$ cat config.mk
export PLATFORM = sky130hd
export DESIGN_NAME = tabla_meta_buffer
export DESIGN_NICKNAME = d
export VERILOG_FILES = /design/src/rtl/tabla_buf_pkg.sv /design/src/rtl/tabla_sdp_ram.sv /design/src/rtl/tabla_meta_buffer.sv
export SDC_FILE = /design/constraint.sdc
export NUM_CORES = 1
export LEC_CHECK = 0
export CAP_MARGIN = 20
export CORE_AREA = 3 3 306 308
export DETAILED_ROUTE_END_ITERATION = 8
export DIE_AREA = 0 0 309 311
export GPL_TIMING_DRIVEN = 0
export SLEW_MARGIN = 20
export SYNTH_ARGS = -nofsm -noshare
export SYNTH_HDL_FRONTEND = slang
export SYNTH_SLANG_ARGS = --single-unit
$ cat constraint.sdc
create_clock -name clk -period 3.03 [get_ports clk]
set_clock_uncertainty 0.15 [all_clocks]
set_input_delay 0.606 -clock clk [delete_from_list [all_inputs] [get_ports clk]]
set_output_delay 0.606 -clock clk [all_outputs]
set_load 0.02 [all_outputs]
$ cat src/rtl/tabla_buf_pkg.sv
// Shared types and helpers for the per-PE metadata buffer.
package tabla_buf_pkg;

    typedef enum logic {INIT, RUN} buf_state_t;

    localparam int TABLA_NUM_PE = 64;

    // Default image word: only address 0 can be non-zero, carrying this PE's mask bit.
    function automatic logic [63:0] init_word(input logic [31:0] addr, input logic [63:0] mask,
                                              input int pe_id, input int data_len);
        logic [63:0] w;
        w    = '0;
        w[0] = (addr == 32'd0) ? mask[6'(pe_id)] : 1'b0;
        if (data_len < 64) w = w & ((64'd1 << data_len) - 64'd1);
        return w;
    endfunction

endpackage

$ cat src/rtl/tabla_sdp_ram.sv
// Simple dual-port storage: synchronous write, asynchronous read, no reset.
module tabla_sdp_ram #(
    parameter int addrLen = 6,
    parameter int dataLen = 16
) (
    input  logic               clk,
    input  logic               we,
    input  logic [addrLen-1:0] waddr,
    input  logic [dataLen-1:0] wdata,
    input  logic [addrLen-1:0] raddr,
    output logic [dataLen-1:0] rdata
);

    logic [dataLen-1:0] mem [2**addrLen];

    always_ff @(posedge clk) begin
        if (we) mem[waddr] <= wdata;
    end

    assign rdata = mem[raddr];

endmodule

$ cat src/rtl/tabla_meta_buffer.sv
// Per-PE writable metadata buffer: self-initialises to a default image, then serves loads and reads.
module tabla_meta_buffer
    import tabla_buf_pkg::*;
#(
    parameter int          addrLen  = 6,
    parameter int          dataLen  = 16,
    parameter int          peId     = 0,
    parameter logic [63:0] initMask = 64'h0
) (
    input  logic               clk,
    input  logic               reset,
    input  logic               clear,
    output logic               busy,
    input  logic               wr_en,
    input  logic [addrLen-1:0] wr_addr,
    input  logic [dataLen-1:0] wr_data,
    output logic               wr_ready,
    input  logic               rd_en,
    input  logic [addrLen-1:0] rd_addr,
    output logic [dataLen-1:0] data_out,
    output logic               rd_valid
);

    buf_state_t         state, state_next;
    logic [addrLen-1:0] ptr, ptr_next;
    logic [dataLen-1:0] init_data, rd_word, ram_rdata;
    logic               ram_we, rd_accept;
    logic [addrLen-1:0] ram_waddr;
    logic [dataLen-1:0] ram_wdata;

    always_ff @(posedge clk or posedge reset) begin
        if (reset) begin
            state <= INIT;
            ptr   <= '0;
        end else begin
            state <= state_next;
            ptr   <= ptr_next;
        end
    end

    always_comb begin
        state_next = state;
        ptr_next   = ptr;
        case (state)
            INIT: begin
                ptr_next = ptr + 1'b1;
                if (ptr == '1) state_next = RUN;
                if (clear) begin
                    state_next = INIT;
                    ptr_next   = '0;
                end
            end
            RUN: begin
                if (clear) begin
                    state_next = INIT;
                    ptr_next   = '0;
                end
            end
            default: state_next = INIT;
        endcase
    end

    // busy decodes a single state flop, so it has no path from the inputs.
    assign busy     = (state == INIT);
    assign wr_ready = ~busy;

    assign init_data = dataLen'(init_word(32'(ptr), initMask, peId, dataLen));
    assign ram_we    = busy | wr_en;
    assign ram_waddr = busy ? ptr : wr_addr;
    assign ram_wdata = busy ? init_data : wr_data;

    tabla_sdp_ram #(.addrLen(addrLen), .dataLen(dataLen)) u_ram (
        .clk   (clk),
        .we    (ram_we),
        .waddr (ram_waddr),
        .wdata (ram_wdata),
        .raddr (rd_addr),
        .rdata (ram_rdata)
    );

    // Write-first bypass for a same-cycle read/write collision.
    assign rd_accept = rd_en & ~busy;
    assign rd_word   = (wr_en && (wr_addr == rd_addr)) ? wr_data : ram_rdata;

    always_ff @(posedge clk or posedge reset) begin
        if (reset) begin
            data_out <= '0;
            rd_valid <= 1'b0;
        end else begin
            rd_valid <= rd_accept;
            if (rd_accept) data_out <= rd_word;
        end
    end

endmodule

==> metrics.cfg <==
[min_path]
hold_class=input pin to asynchronous set/reset pin

[timing]
slew_viol_final=0
setup_viol=102
whs_ps=354
finalWorstSetupSlack_ps=-90.6
rsz0062_at_grt=yes
worst_pin_slew_ps=1040
fmax_mhz=320
tns_ps=-2250
final-hold-violation-count=0
max_slew_margin_pct=30.7
post-route-period-util_pct=103
period_needed_ps=3120

[setup_path]
worst-r2r-cell-count=7
worstPathMaxFanout=10
worstSetupStartpoint=rd_addr[2]
crit-reg2reg-launch=wr_ready
start_kind=input pin
critical_path_class=input pin to register
crit_arrival_ps=3550
endpoint=data_out[3]
worst_ep_required_time_ps=3460
crit_path_end_kind=register
r2r_slack_ps=-60
reg2reg_to=u_ram.mem[20][14]

[grt]
grt_max_degree=65
busiest_layer=met2
use_met2_pct=34.3
gr-total-overflow=0
grt_use_total_pct=22.5
met3_usage_pct=4.23
grt_pass1_vias=20700
grt_first_pass_wirelength_um=153000
antenna_found_initial=7
use_met1_pct=33.3

[detailed_routing]
via_per_inst=6.13
drt_wl_total_um=108000
first_iter_violations=2556
ant_nets=0
dr.pass1.iters=5
vias=20600
post-route-drc-count=0
wl_per_cell_um=32.1

[clocking]
cts_made_buffers=101
htree_levels=3
cts_tree=built
clock_latency_ps=670
cts_root_buf=clkbuf_16
clk_pin_slew_ps=70
cts.sink_count=1048
cts_max_path_buffers=3

[synth]
synth-edff-count=1024
synthFlopType=edfxtp_1
yosysSeqAreaShare_pct=76.9
syn_area_mm2=0.0408
ys_types=51
syn_avg_cell_area_um2=22.2
synthCells=1841
async_reset_ff_share_pct=2.29
synth-seq-cells=1048
syn-num-nets=1875
yosys-top-cells-area=edfxtp_1 (75%), mux4_2 (15%), mux2i_1 (2.1%)
synth_top_area_cell=edfxtp_1
ys_warn_count=0
synth_top_area_share_pct=75.4

[finish]
final_nets=2128
fillCellCount=6938
layout_common_cells=edfxtp_1 (1024), mux4_2 (274), clkbuf_16 (103)
syn_to_final_growth_pct=19.0
stdcell_count=3360
final_layout_size_suffix_gt1_share_pct=35.0
layout_commonest_cell=edfxtp_1

[placement]
hpwlAfterDp_um=71000
gp_congestion=0.904
dpl.cell_count=3133
numPortBuffers=46

[floorplanning]
top_level_ports=52
fp.coreArea_mm2=0.0914
dieArea_mm2=0.0961
die-width_um=309
fp.dieH_um=311
placementRows=111
initial_utilization_pct=44.6

[pwr]
vdd_drop_max_uv=537
p_leak_nw=16.2
power-per-cell-area_mw_per_mm2=625

[job]
cap_violations=0

[outcome]
violations=negative setup slack
status=finished, violations left

[logic make-up (layout without fill, tap and decap cells)]
group	count (synthesis)	after routing	share of synthesized area (%)
flops	1048	1048	76.9
compound gates	130	130	2.14
fa+ha+maj	1	1	0.0307
simple gates	180	182	2.07
buf+inv	110	438	1.37
other cells	0	3	0
mux	362	362	17.3
xor+xnor	10	10	0.215
[area by class of cell]
cell class	count	area [um2]	area share, %
Sequential cell	1048	31400	64.6
Multi-Input combinational cell	685	9730	20.0
Tap cell	1186	1480	3.06
Timing Repair Buffer	151	1980	4.08
Inverter	6	28.8	0.0593
Clock buffer	118	2640	5.45
Antenna cell	3	7.51	0.0155
Buffer	101	592	1.22
Clock inverter	62	732	1.51
[power breakdown]
part           total [mW]  internal, mW  switching (mW)
Combinational        1.59         0.662           0.926
Sequential           15.8          15.8          0.0579
Clock                12.9          7.59            5.32
[registers in the layout, indices dropped and copies added, names as in the netlist]
| name | flops |
|---|---|
| ptr | 6 |
| rd_valid | 1 |
| data_out | 16 |
| u_ram.mem | 1024 |
| wr_ready | 1 |
[worst max-delay path, stage by stage]
cell,delay [ps]
buf_2,410
clkbuf_2,390
buf_2,460
clkbuf_4,430
a211oi_1,190
a211oi_2,650
a21oi_1,140
o211ai_1,220
[synthesized netlist by cell type (all sizes together) (17+ instances only)]
| cell | number |
|---|---|
| mux4 | 274 |
| dfrtp | 24 |
| o21ai | 17 |
| edfxtp | 1024 |
| nor2b | 18 |
| nor2 | 78 |
| clkbuf | 46 |
| mux2i | 86 |
| buf | 58 |
| o22ai | 29 |
| nand2 | 29 |
| and2 | 30 |
| a21oi | 18 |
| a211oi | 24 |
[metal layers]
metal / share of wire (%) / up-vias
li1: - / 8271
met1: 41 / 11100
met2: 47 / 1127
met3: 9.6 / 157
met4: 2.3 / 2
met5: 0.0083 / -
[worst min-delay path by stage]
stage            from  slack, ps      to  cells after the start
4_1_cts        ptr[5]        420  ptr[5]                      2
6_report        reset        350  ptr[3]                      2
3_5_place_dp   ptr[5]        410  ptr[5]                      2
5_1_grt         reset        340  ptr[3]                      2
2_1_floorplan  ptr[5]        370  ptr[5]                      2
3_3_place_gp   ptr[5]        420  ptr[5]                      2
[metrics by stage]
step	utilization, %	power [mW]	cell area, um2	setup WS (ps)
after floorplan	-	17.0	40800	27.5
after global placement	46.8	17.6	42700	-1750
after detailed placement	48.1	17.6	43900	-1820
after CTS	52.5	30.5	48000	-360
after global routing	53.1	31.2	48500	-102
final	53.1	30.3	48500	-90.6
[repair_timing]
| item | in CTS | in global routing |
|---|---|---|
| setup endpoints to repair | 984 | 1057 |
| pin swaps | 21 | 16 |
| gates resized for setup | 97 | 95 |
| buffers inserted | 24 | 21 |
| hold buffers | 0 | 0 |
| gates cloned | 1 | 1 |
Power figures use the tool's default switching activity.
